$ cat src/rtl/seg_scan_driver.sv
// ---------------------------------------------------------------------------
// seg_scan_driver
//   Four-digit multiplexed seven-segment driver for a common-anode display.
//   A BCD value plus decimal points arrives over a valid/ready handshake into
//   a one-entry pending buffer. At the end of a frame the buffer moves into
//   the display register, so one frame never shows two values. Each digit
//   slot begins with a blank guard cycle to avoid ghosting between digits.
//
//   Optional feature: define SEG_LZB_EN to blank leading zeros on digits
//   3..1. Digit 0 is never blanked, and decimal points are still shown.
//
// Parameters
//   SCAN_DIV    S_clk cycles per digit slot (2 or more); cycle 0 is the guard.
//
// Ports
//   S_clk       clock, rising edge
//   Reset       asynchronous, active-high reset
//   in_valid    upstream offers value_in / dp_in
//   in_ready    pending buffer is empty
//   value_in    four BCD digits, [3:0] is digit 0 (rightmost)
//   dp_in       decimal point per digit, 1 = lit
//   Result      segments, active-low, {dp,g,f,e,d,c,b,a}
//   vcc_in      anode enables, active-low, bit d drives digit d
//   frame_done  one-cycle pulse after each completed 4-digit frame
// ---------------------------------------------------------------------------
module seg_scan_driver #(
  parameter int SCAN_DIV = 4
) (
  input  logic        S_clk,
  input  logic        Reset,
  input  logic        in_valid,
  output logic        in_ready,
  input  logic [15:0] value_in,
  input  logic [3:0]  dp_in,
  output logic [7:0]  Result,
  output logic [3:0]  vcc_in,
  output logic        frame_done
);

  localparam int            CW        = $clog2(SCAN_DIV);
  localparam logic [CW-1:0] SCAN_LAST = CW'(SCAN_DIV - 1);

  // BCD to active-low segments {g,f,e,d,c,b,a}; non-decimal codes show '-'.
  function automatic logic [6:0] seg_decode(input logic [3:0] bcd);
    logic [6:0] seg;
    case (bcd)
      4'd0:    seg = 7'h40;
      4'd1:    seg = 7'h79;
      4'd2:    seg = 7'h24;
      4'd3:    seg = 7'h30;
      4'd4:    seg = 7'h19;
      4'd5:    seg = 7'h12;
      4'd6:    seg = 7'h02;
      4'd7:    seg = 7'h78;
      4'd8:    seg = 7'h00;
      4'd9:    seg = 7'h10;
      default: seg = 7'h3F;
    endcase
    return seg;
  endfunction

`ifdef SEG_LZB_EN
  // A digit is a leading zero when it and every higher digit are zero.
  function automatic logic lead_zero(input logic [15:0] val, input logic [1:0] idx);
    logic blank;
    case (idx)
      2'd3:    blank = (val[15:12] == 4'h0);
      2'd2:    blank = (val[15:8] == 8'h00);
      2'd1:    blank = (val[15:4] == 12'h000);
      default: blank = 1'b0;
    endcase
    return blank;
  endfunction
`endif

  logic [CW-1:0] scan_cnt_q,   scan_cnt_d;
  logic [1:0]    digit_idx_q,  digit_idx_d;
  logic [15:0]   disp_val_q,   disp_val_d;
  logic [3:0]    disp_dp_q,    disp_dp_d;
  logic [15:0]   pend_val_q,   pend_val_d;
  logic [3:0]    pend_dp_q,    pend_dp_d;
  logic          pend_valid_q, pend_valid_d;
  logic [7:0]    result_q,     result_d;
  logic [3:0]    vcc_q,        vcc_d;
  logic          frame_done_q, frame_done_d;

  logic          scan_last_s;
  logic          frame_end_s;
  logic          accept_s;
  logic          swap_s;
  logic [3:0]    cur_bcd_s;
  logic          cur_dp_s;
  logic [6:0]    seg_s;

  // Slot and digit counters; digit_idx wraps 3 -> 0 through its 2-bit width.
  always_comb begin
    scan_last_s = (scan_cnt_q == SCAN_LAST);
    frame_end_s = scan_last_s && (digit_idx_q == 2'd3);
    if (scan_last_s) begin
      scan_cnt_d  = {CW{1'b0}};
      digit_idx_d = digit_idx_q + 2'd1;
    end else begin
      scan_cnt_d  = scan_cnt_q + CW'(1);
      digit_idx_d = digit_idx_q;
    end
  end

  // Pending buffer and frame-boundary swap. Accept and swap are mutually
  // exclusive (accept needs an empty buffer, swap a full one), so a value
  // taken on the frame-end cycle waits a whole frame.
  always_comb begin
    accept_s     = in_valid && !pend_valid_q;
    swap_s       = frame_end_s && pend_valid_q;
    pend_val_d   = pend_val_q;
    pend_dp_d    = pend_dp_q;
    pend_valid_d = pend_valid_q;
    disp_val_d   = disp_val_q;
    disp_dp_d    = disp_dp_q;
    if (accept_s) begin
      pend_val_d   = value_in;
      pend_dp_d    = dp_in;
      pend_valid_d = 1'b1;
    end else if (swap_s) begin
      disp_val_d   = pend_val_q;
      disp_dp_d    = pend_dp_q;
      pend_valid_d = 1'b0;
    end else begin
      pend_valid_d = pend_valid_q;
    end
  end

  // Segment and anode pattern for the current slot, registered next edge.
  always_comb begin
    case (digit_idx_q)
      2'd0:    cur_bcd_s = disp_val_q[3:0];
      2'd1:    cur_bcd_s = disp_val_q[7:4];
      2'd2:    cur_bcd_s = disp_val_q[11:8];
      default: cur_bcd_s = disp_val_q[15:12];
    endcase
    cur_dp_s = disp_dp_q[digit_idx_q];
`ifdef SEG_LZB_EN
    if (lead_zero(disp_val_q, digit_idx_q)) begin
      seg_s = 7'h7F;
    end else begin
      seg_s = seg_decode(cur_bcd_s);
    end
`else
    seg_s = seg_decode(cur_bcd_s);
`endif
    frame_done_d = frame_end_s;
    if (scan_cnt_q == {CW{1'b0}}) begin
      result_d = 8'hFF;
      vcc_d    = 4'hF;
    end else begin
      result_d = {~cur_dp_s, seg_s};
      case (digit_idx_q)
        2'd0:    vcc_d = 4'hE;
        2'd1:    vcc_d = 4'hD;
        2'd2:    vcc_d = 4'hB;
        default: vcc_d = 4'h7;
      endcase
    end
  end

  // State and output registers.
  always_ff @(posedge S_clk or posedge Reset) begin
    if (Reset) begin
      scan_cnt_q   <= {CW{1'b0}};
      digit_idx_q  <= 2'd0;
      disp_val_q   <= 16'h0000;
      disp_dp_q    <= 4'h0;
      pend_val_q   <= 16'h0000;
      pend_dp_q    <= 4'h0;
      pend_valid_q <= 1'b0;
      result_q     <= 8'hFF;
      vcc_q        <= 4'hF;
      frame_done_q <= 1'b0;
    end else begin
      scan_cnt_q   <= scan_cnt_d;
      digit_idx_q  <= digit_idx_d;
      disp_val_q   <= disp_val_d;
      disp_dp_q    <= disp_dp_d;
      pend_val_q   <= pend_val_d;
      pend_dp_q    <= pend_dp_d;
      pend_valid_q <= pend_valid_d;
      result_q     <= result_d;
      vcc_q        <= vcc_d;
      frame_done_q <= frame_done_d;
    end
  end

  assign in_ready   = !pend_valid_q;
  assign Result     = result_q;
  assign vcc_in     = vcc_q;
  assign frame_done = frame_done_q;

endmodule

$ cat config.mk
export PLATFORM = sky130hd
export DESIGN_NAME = seg_scan_driver
export DESIGN_NICKNAME = d
export VERILOG_FILES = /design/src/rtl/seg_scan_driver.sv
export SDC_FILE = /design/constraint.sdc
export NUM_CORES = 1
export LEC_CHECK = 0
export BUFFER_PORTS_ARGS = -buffer_cell sky130_fd_sc_hd__clkbuf_2
export CORE_ASPECT_RATIO = 0.6
export CORE_UTILIZATION = 56
export DETAILED_ROUTE_END_ITERATION = 8
export GPL_TIMING_DRIVEN = 1
export PLACE_DENSITY = 0.84
export SLEW_MARGIN = 0
export SYNTH_ARGS = -nofsm -noshare
export SYNTH_HDL_FRONTEND = slang
export SYNTH_SLANG_ARGS = --single-unit
$ cat constraint.sdc
create_clock -name S_clk -period 2.65 [get_ports S_clk]
set_input_delay 0.53 -clock S_clk [delete_from_list [all_inputs] [get_ports S_clk]]
set_output_delay 0.53 -clock S_clk [all_outputs]
set_load 0.02 [all_outputs]
==> reports/qor.txt, run 1 <==
Outcome: completed
Wire per inst: 15.3 um
Gr usage total: 21.4%
TritonCTS Buffers: 9
Setup tns final: 0 ns
Total grt overflow: 0
Clock-pin slew on the worst setup and hold paths: 0.06 ns
Post-synthesis compound-gate area fraction: 5.35%
Layout cell share with drive strength beyond 1: 46.8%
Count leader, synth: dfrtp_1
NumNets Final: 246
Detailed-router iteration count before antenna repair: 5
Routability Congestion: 0.841
Post-synthesis mux area share: 22.4%
Total leakage power: 1.32 nW
Setup crit end kind: register
Placeable core area: 0.00414 sq mm
Final period util: 84.5%
Hold buffer count at cts: 0
TritonCTS clock tree: done
Initial Utilization: 59.2%
Via count: 1449
Antenna cell count: 0
PwrDens: 683 mW/mm^2
Worst Skew: 0.00522 ns
Synth top cells by count: dfrtp_1, mux2_2, dfstp_2
Synth top area share: 46.9%
WL final: 4240 um
Critical path class: register to register
YS warnings: 0
Setup Viol. Count Final: 0
Syn Inst Count: 169
Least-Margin Pin Slew: 0.694 ns
XOR/XNOR Fraction of Synth Area: 0.357%
Syn nets: 202
Worst EP required: 2.90 ns
Min-Delay Path Class: input port to asynchronous set/reset pin
Post-synthesis cell type count: 33
Total power: 1.96 mW
CTS resizes: 0
Most used DFF post-synth: dfrtp_1
Post-synthesis register bit count: 58
Max_cap viols: 0
Register area share after synthesis: 59.8%
Via density: 5.21
Maximum clock frequency: 446 MHz
Largest net degree at the start of global routing: 59
Post-route ant nets: 0
RSZ-0062 raised after global routing: false
Postcts setup bufs: 0
Cell area after synthesis: 0.00245 sq mm
Fraction of registers with async set/reset: 100%
First-pass GRT wire length: 6910 um
Clk sinks: 58
Die area: 0.00466 sq mm
Syn_area_per_cell: 14.5 sq um
Post-DP HPWL: 3100 um
Total I/O pin count: 37
Row count: 18
VDD IR-drop max: 0.449 mV
Largest area contributor in the netlist: dfrtp_1
Max-slew headroom: 53.7%
Final instance area: 0.00287 sq mm
Placement Cell Area: 0.00270 sq mm
Final min period: 2.24 ns
Hold Violations, Final: 0
Critical Path AT: 2.49 ns
Port bufs: 36
Total number of H-tree levels: 3
Die Y: 53.3 um
Setup crit start kind: register
Synth-to-layout area growth: 16.8%
Number of synthesized flops with an enable pin: 0
Placement Setup Slack: 0.427 ns
Synth Area in Simple Gates: 3.98%
Remaining DRCs: 0
Final Core Density: 69.2%
Initial antenna violation count: 0
Fillers: 294
Final worst setup slack: 0.410 ns
Crit Path Max Fanout: 6
Violation count after the first detailed-routing iteration: 86
Root Buffer: clkbuf_8
Synth top area cells: dfrtp_1, mux2_2, dfstp_2, ha_1, mux2_1
DIE WIDTH: 87.5 um
Post-synthesis adder-cell area fraction: 5.10%
Clock Latency Late Sink: 0.33 ns
Largest family of logic cells by synthesized area: multiplexers
Number of global-route vias before repair: 1481
Deepest clock path buffer count: 2
Pins over their slew limit: 0
-- metrics by stage --
step                      hold WS, ns  std cells
final                           0.379        278
after floorplan                 0.424        169
after global placement          0.436        262
after detailed placement        0.469        262
after CTS                       0.394        278
after global routing            0.404        278
-- final cells by class --
type | instances | area, sq um | share of cell area, %
sequential | 58 | 1470 | 51.2
timing repair buffer | 39 | 203 | 7.07
tap | 60 | 75.1 | 2.62
clock inverter | 3 | 15.0 | 0.524
inverter | 12 | 45.0 | 1.57
multi-input combinational | 93 | 913 | 31.9
clock buffer | 13 | 149 | 5.19
-- layout by cell type (no fill, tap or decap), types with 3 or more instances in the layout --
| cell type | n |
|---|---|
| dfstp_2 | 12 |
| clkbuf_1 | 3 |
| o21ai_0 | 3 |
| buf_4 | 3 |
| nand2b_1 | 4 |
| inv_1 | 9 |
| dfrtp_1 | 46 |
| mux2_1 | 10 |
| nand2_1 | 4 |
| clkinv_2 | 3 |
| mux2i_1 | 4 |
| clkbuf_8 | 10 |
| mux2_2 | 32 |
| clkbuf_2 | 36 |
| ha_1 | 10 |
| inv_2 | 3 |
| a222oi_1 | 4 |
-- state kept, by name, summed over array words and instances (netlist names) --
register / cells
Result: 8
digit_idx_q: 2
disp_dp_q: 4
disp_val_q: 16
frame_done: 1
pend_dp_q: 4
pend_val_q: 16
pend_valid_q: 1
scan_cnt_q: 2
vcc_in: 4
-- cells by family (layout without fill, tap and decap cells) --
logic type	count (synthesis)	in the layout
AO/OA/AOI/OAI	17	17
XOR/XNOR	1	1
adder cells (fa/ha/maj)	10	10
buffers and inverters	18	67
flip-flops	58	58
multiplexers	48	48
AND/OR/NAND/NOR	17	17
-- layer usage --
metal	global-route usage [%]	part of all wire [%]	vias up
met1	26.7	46	724
met5	0	0	-
li1	-	-	683
met3	8.58	4.7	8
met4	8.20	1.7	0
met2	33.9	47	34
-- worst paths after layout --
kind / startpoint / to / slack [ns] / cells past startpoint
setup / recovery: digit_idx_q[0] / Result[3] / 0.41 / 7
hold / removal: Reset / pend_val_q[13] / 0.38 / 3
setup reg to reg: digit_idx_q[0] / Result[3] / 0.41 / 7
hold reg to reg: scan_cnt_q[0] / scan_cnt_q[0] / 0.47 / 1
max in group asynchronous: Reset / disp_val_q[11] / 1.82 / 3
min in group S_clk: in_valid / pend_valid_q / 0.41 / 2
-- report_power, final --
group / internal [mW] / switching (mW)
registers: 0.982 / 0.0519
clock network: 0.360 / 0.315
logic: 0.130 / 0.119
total: 1.47 / 0.487
-- worst max-delay path: stages (launching register included) --
cell      delay [ns]
dfrtp_1         0.47
inv_1           0.10
ha_1            0.27
a222oi_1        0.39
mux2i_1         0.26
ha_1            0.39
o21ai_0         0.17
nand4b_1        0.11
(Power assumes the default switching activity.)
==> run 2, diff against run 1 <==
- ABC_AREA: default -> 1
- CORE_UTILIZATION: 56 -> 50
- PLACE_DENSITY: 0.84 -> 0.79
- clock period: 2.65 -> 1.8 ns (I/O delays scaled with it)
==> run 2 against run 1 <==
Total power increased by 80%. Largest power group is now clock. Global-route usage is 0.60 points higher. Setup slack worse by 0.39 ns. Clock power increased by 140%. Critical endpoint is now Result[1]. Sequential power grew 46%. Maximum frequency is 26% higher.
==> reports/qor.txt, run 2 <==
Setup Viol. Count Final: 0 (unchanged)
Die area: 0.00531 sq mm (+14%)
Outcome: completed
Clk sinks: 58 (unchanged)
Synth top cells by count: nand2_1, dfrtp_1, inv_1, nor2_1, o21ai_0
Cell area after synthesis: 0.00250 sq mm (+2.1%)
Number of global-route vias before repair: 1715 (+16%)
Deepest clock path buffer count: 2 (unchanged)
Placeable core area: 0.00468 sq mm (+13%)
Register area share after synthesis: 58.5% (-1.2 points)
Largest area contributor in the netlist: dfrtp_1
Synth top area cells: dfrtp_1, dfstp_2, nand2_1, mux2_2, ha_1
PwrDens: 1110 mW/mm^2 (+62%)
Total leakage power: 1.60 nW (+22%)
Wire per inst: 14.2 um (-6.8%)
Placement Setup Slack: -0.0695 ns (-0.497 ns)
Min-Delay Path Class: input port to asynchronous set/reset pin
Total grt overflow: 0 (unchanged)
Post-route ant nets: 0 (unchanged)
Pins over their slew limit: 0 (unchanged)
Largest net degree at the start of global routing: 42 (-29%)
Syn Inst Count: 241 (+43%)
Maximum clock frequency: 562 MHz (+26%)
Layout cell share with drive strength beyond 1: 40.2% (-6.6 points)
Setup crit end kind: register
Post-synthesis cell type count: 27 (-18%)
First-pass GRT wire length: 8490 um (+23%)
Commonest non-fill, non-tap cell in the layout: nand2_1
Fraction of registers with async set/reset: 100% (unchanged)
Violation count after the first detailed-routing iteration: 97 (+13%)
Count leader, synth: nand2_1
Syn nets: 274 (+36%)
Post-DP HPWL: 3360 um (+8.1%)
Setup tns final: 0 ns (unchanged)
Final Non-Filler Cells: 359 (+29%)
Commonest non-fill, non-tap cells in the layout: nand2_1, dfrtp_1, clkbuf_2
Initial antenna violation count: 0 (unchanged)
Final min period: 1.78 ns (-0.462 ns)
Die Y: 56.8 um (+6.7%)
TritonCTS clock tree: done
Root Buffer: clkbuf_8
Critical path class: register to register
Total I/O pin count: 37 (unchanged)
NumNets Final: 324 (+32%)
Crit Path Max Fanout: 5 (-1)
Gr usage total: 22.0% (+0.60 points)
WL final: 5100 um (+20%)
Synth-to-layout area growth: 27.1%
Via density: 5.00 (-4.0%)
Hold Violations, Final: 0 (unchanged)
Max-slew headroom: 72.2% (+18 points)
Row count: 19 (+1)
Via count: 1796 (+24%)
Routability Congestion: 0.878 (+4.3%)
VDD IR-drop max: 0.707 mV (+58%)
Final period util: 98.8% (+14 points)
Port bufs: 36 (unchanged)
Syn_area_per_cell: 10.4 sq um (-28%)
DIE WIDTH: 93.4 um (+6.8%)
TritonCTS Buffers: 9 (unchanged)
Critical Path AT: 2.06 ns (-0.43 ns)
Post-synthesis register bit count: 58 (unchanged)
Clock Latency Late Sink: 0.34 ns (about the same)
Initial Utilization: 53.5% (-5.7 points)
Synth top area share: 46.0% (-0.96 points)
Worst Skew: 0.00529 ns (+0.0000699 ns)
Number of synthesized flops with an enable pin: 0 (unchanged)
Antenna cell count: 0 (unchanged)
Max_cap viols: 0 (unchanged)
Worst EP required: 2.08 ns (-0.82 ns)
Most used DFF post-synth: dfrtp_1
YS warnings: 0 (unchanged)
Detailed-router iteration count before antenna repair: 4 (-1)
Remaining DRCs: 0 (unchanged)
Clock-pin slew on the worst setup and hold paths: 0.07 ns (about the same)
Total number of H-tree levels: 3 (unchanged)
Final worst setup slack: 0.0214 ns (-0.388 ns)
Setup crit start kind: register
Dpl cells: 341 (+30%)
Least-Margin Pin Slew: 0.416 ns (-0.277 ns)
run 2: changes by cell type after synthesis, moves of 3 or more:
| cell | delta |
|---|---|
| buf_2 | -3 |
| nand2b_1 | -4 |
| a21oi_1 | +13 |
| inv_1 | +13 |
| nand2_1 | +51 |
| nor2_1 | +21 |
| a222oi_1 | -4 |
| nand3_1 | +6 |
| mux2i_1 | -4 |
| mux2_1 | -10 |
| o21ai_0 | +13 |
| mux2_2 | -19 |
run 2: layout make-up:
class                           count  area (sq um)
Clock buffer                       10           138
Clock inverter                      6           138
Fill cell                         357          1500
Inverter                           26           109
Multi-Input combinational cell    151           991
Sequential cell                    58          1470
Tap cell                           63          78.8
Timing Repair Buffer               45           260
run 2: cells by family (layout without fill, tap and decap cells):
group	count (synthesis)	count (layout)	share of synthesized area [%]
multiplexers	16	16	7.64
buffers and inverters	32	87	5.49
AND/OR/NAND/NOR	90	90	14.7
AO/OA/AOI/OAI	34	34	8.29
adder cells (fa/ha/maj)	10	10	5.00
XOR/XNOR	1	1	0.350
flip-flops	58	58	58.5
run 2: stage by stage:
step           util [%]  total power, mW  hold WS [ns]  cell area, sq um
6_report           68.0             3.53       0.00639              3180
2_1_floorplan         -             1.77         0.424              2520
5_1_grt            68.0             3.69        0.0121              3180
4_1_cts            65.9             3.52       0.00290              3090
3_3_place_gp       59.8             1.87         0.359              2800
3_5_place_dp       59.8             1.89         0.369              2800
run 2: routing by layer:
layer  global-route usage (%)  part of all wire, %
met2                     31.2                   46
met4                     9.45                  1.4
met5                        0                    0
met1                     30.9                   47
met3                     7.32                  5.8
run 2: path summary, 6_finish.rpt:
| path | depth (start not counted) | end | slack [ns] | from |
|---|---|---|---|---|
| max | 8 | Result[1] | 0.02 | digit_idx_q[1] |
| min | 2 | scan_cnt_q[1] | 0.006 | Reset |
| max reg2reg | 8 | Result[1] | 0.02 | digit_idx_q[1] |
| min reg2reg | 1 | scan_cnt_q[0] | 0.46 | scan_cnt_q[0] |
| max in group asynchronous | 3 | digit_idx_q[1] | 1.26 | Reset |
| min in group S_clk | 2 | pend_val_q[12] | 0.25 | value_in[12] |
run 2: repair_timing:
| item | CTS | global route |
|---|---|---|
| hold buffers | 0 | 0 |
| resized for setup | 2 | 21 |
| pin swaps | 0 | 10 |
| setup buffers | 1 | 3 |
| setup endpoints to repair | 1 | 6 |
| endpoints found under the hold margin | 0 | 0 |
run 2: power by group:
part	switching [mW]	internal, mW	total (mW)
Combinational	0.219	0.183	0.402
Clock	0.520	1.10	1.62
Sequential	0.0711	1.43	1.50
Total	0.810	2.72	3.53
run 2: critical path: stages, from the launching register on:
cell and delay, ns:
dfrtp_2 0.46, inv_4 0.08, ha_4 0.19, nand2_1 0.08, nand2_1 0.09, o21bai_2 0.23
ha_4 0.24, or2_2 0.29, nand2_1 0.07
==> run 3, diff against run 2 <==
- ABC_AREA: 1 -> default
- BUFFER_PORTS_ARGS: -buffer_cell sky130_fd_sc_hd__clkbuf_2 -> default
- CORE_UTILIZATION: 50 -> 56
- DONT_BUFFER_PORTS: default -> 1
==> run 3 against run 2 <==
The run now ends with setup timing left. Critical endpoint is now Result[3]. Clock power down 27%. Sequential share of layout area up 3.6 points. Largest cell class unchanged. Design area down 7.3%. Global-route usage up 1.7 points. Maximum frequency down 7.6%.
==> reports/qor.txt, run 3 (synthesized netlist as in run 1, its figures left out) <==
Worst EP required: 2.04 ns (-0.04 ns)
Number of global-route vias before repair: 1496 (-13%)
Pins over their slew limit: 0 (unchanged)
Commonest non-fill, non-tap cell in the layout: dfrtp_1
Setup Viol. Count Final: 7 (+7)
Least-Margin Pin Slew: 0.630 ns (+0.214 ns)
Total number of H-tree levels: 3 (unchanged)
Largest net degree at the start of global routing: 31 (-26%)
Port bufs: 0 (-100%)
Via count: 1475 (-18%)
Die Y: 53.3 um (-6.3%)
Maximum clock frequency: 519 MHz (-7.6%)
Final Core Density: 71.2% (+3.2 points)
Critical Path AT: 2.17 ns (+0.11 ns)
Post-DP HPWL: 3240 um (-3.3%)
Fillers: 278 (-22%)
Commonest non-fill, non-tap cells in the layout: dfrtp_1, mux2_2, dfstp_2, buf_4, clkbuf_8
Total I/O pin count: 37 (unchanged)
Setup crit end kind: register
NumNets Final: 225 (-31%)
Antenna cell count: 0 (unchanged)
Via density: 5.74 (+15%)
Worst Skew: 0.00604 ns (+0.000754 ns)
Total grt overflow: 0 (unchanged)
Reg2reg setup slack: -0.13 ns (-0.15 ns)
Cell depth of the worst hold path: 1
Worst R2R Path Depth: 7 (-1)
Wire per inst: 19.3 um (+35%)
Failing checks: setup timing
DIE WIDTH: 87.5 um (-6.3%)
Total leakage power: 1.29 nW (-20%)
Die area: 0.00466 sq mm (-12%)
Max_cap viols: 0 (unchanged)
Remaining DRCs: 0 (unchanged)
R2R Path End: Result[3]
Post-route ant nets: 0 (unchanged)
WL final: 4950 um (-3.0%)
Worst Min Path Start: in_valid
Max-slew headroom: 57.9% (-14 points)
Final period util: 107% (+8.1 points)
R2r startpoint: digit_idx_q[0]
TritonCTS clock tree: done
Row count: 18 (-1)
RSZ-0062 raised after global routing: true
Final worst setup slack: -0.125 ns (-0.147 ns)
Placeable core area: 0.00414 sq mm (-12%)
TritonCTS Buffers: 9 (unchanged)
Clk sinks: 58 (unchanged)
Detailed-router iteration count before antenna repair: 4 (unchanged)
VDD IR-drop max: 0.683 mV (-3.5%)
First-pass GRT wire length: 7530 um (-11%)
Initial antenna violation count: 0 (unchanged)
Violation count after the first detailed-routing iteration: 83 (-14%)
Initial Utilization: 59.2% (+5.7 points)
Setup crit start kind: register
Critical path class: register to register
Total power: 3.14 mW (-11%)
Layout cell share with drive strength beyond 1: 47.2% (+7.0 points)
Synth-to-layout area growth: 20.2%
Deepest clock path buffer count: 2 (unchanged)
PwrDens: 1060 mW/mm^2 (-4.0%)
Routability Congestion: 0.872 (-0.67%)
Final min period: 1.93 ns (+0.147 ns)
Clock-pin slew on the worst setup and hold paths: 0.06 ns (about the same)
Clock Latency Late Sink: 0.33 ns (about the same)
Seq. cell area: 0.00147 sq mm (about the same)
Hold Violations, Final: 0 (unchanged)
WHS Endpoint: pend_valid_q
Crit Path Max Fanout: 5 (unchanged)
Min-Delay Path Class: input port to register
Outcome: finished, violations left
Gr usage total: 23.7% (+1.7 points)
Area taken by multi-input logic gates: 970 sq um (-2.1%)
Root Buffer: clkbuf_8
[run 3: cell count changes in the layout (fill, tap and decap cells not counted), moves of 6 or more]
cell and delta:
a21oi_1 -13, clkbuf_2 -36, inv_1 -11, mux2_1 +10
mux2_2 +17, nand2_1 -47, nand3_1 -6, nor2_1 -21
o21ai_0 -13
[run 3: per-stage QoR]
stage	setup slack, ns	hold slack [ns]	std cells	instance area (sq um)	setup TNS (ns)
3_5_place_dp	-0.332	0.336	236	2630	-1.46
4_1_cts	-0.129	0.131	256	2920	-0.581
6_report	-0.125	0.159	257	2950	-0.559
2_1_floorplan	-0.0431	0.424	169	2460	-0.0431
5_1_grt	-0.218	0.150	257	2950	-1.20
3_3_place_gp	-0.0630	0.321	236	2630	-0.135
[run 3: worst max-delay path by stage]
stage                   startpoint   endpoint  slack [ns]  cells past startpoint
global placement    digit_idx_q[0]  Result[2]       -0.06                      6
floorplan           digit_idx_q[0]  Result[3]       -0.04                      7
CTS                 digit_idx_q[1]  Result[3]       -0.13                      7
global route        digit_idx_q[1]  Result[0]       -0.22                      9
finish              digit_idx_q[0]  Result[3]       -0.13                      7
detailed placement  digit_idx_q[0]  Result[3]       -0.33                      7
[run 3: cell type report]
type / count / area share, %
Inverter: 12 / 1.74
Timing Repair Buffer: 18 / 6.36
Sequential cell: 58 / 49.7
Multi-Input combinational cell: 93 / 32.9
Clock inverter: 3 / 1.36
Tap cell: 60 / 2.54
Clock buffer: 13 / 5.39
[run 3: report_power, final]
part	leakage (nW)	switching [mW]	internal, mW
Combinational	0.520	0.201	0.222
Clock	0.103	0.481	0.711
Sequential	0.667	0.0805	1.45
Total	1.29	0.762	2.38
[run 3: critical path: stages, from the launching register on]
cell      delay (ns)
dfrtp_2         0.38
inv_2           0.07
ha_2            0.22
a222oi_1        0.37
mux2_4          0.25
ha_1            0.25
o21ai_1         0.16
nand4b_1        0.13
[run 3: metal layers]
| metal | GRT usage [%] | vias to the layer above | part of all wire (%) |
|---|---|---|---|
| li1 | - | 639 | - |
| met1 | 27.9 | 779 | 44 |
| met2 | 40.0 | 48 | 49 |
| met3 | 9.67 | 9 | 5.2 |
| met4 | 8.20 | 0 | 1.2 |
| met5 | 0 | - | 0 |
[run 3: timing repair]
action / CTS / global route
pin swaps: 10 / 3
hold buffers: 1 / 0
setup buffers: 3 / 0
cloned: 0 / 1
gates resized for setup: 17 / 2
endpoints found under the setup margin: 7 / 21
hold endpoints to repair: 16 / 0
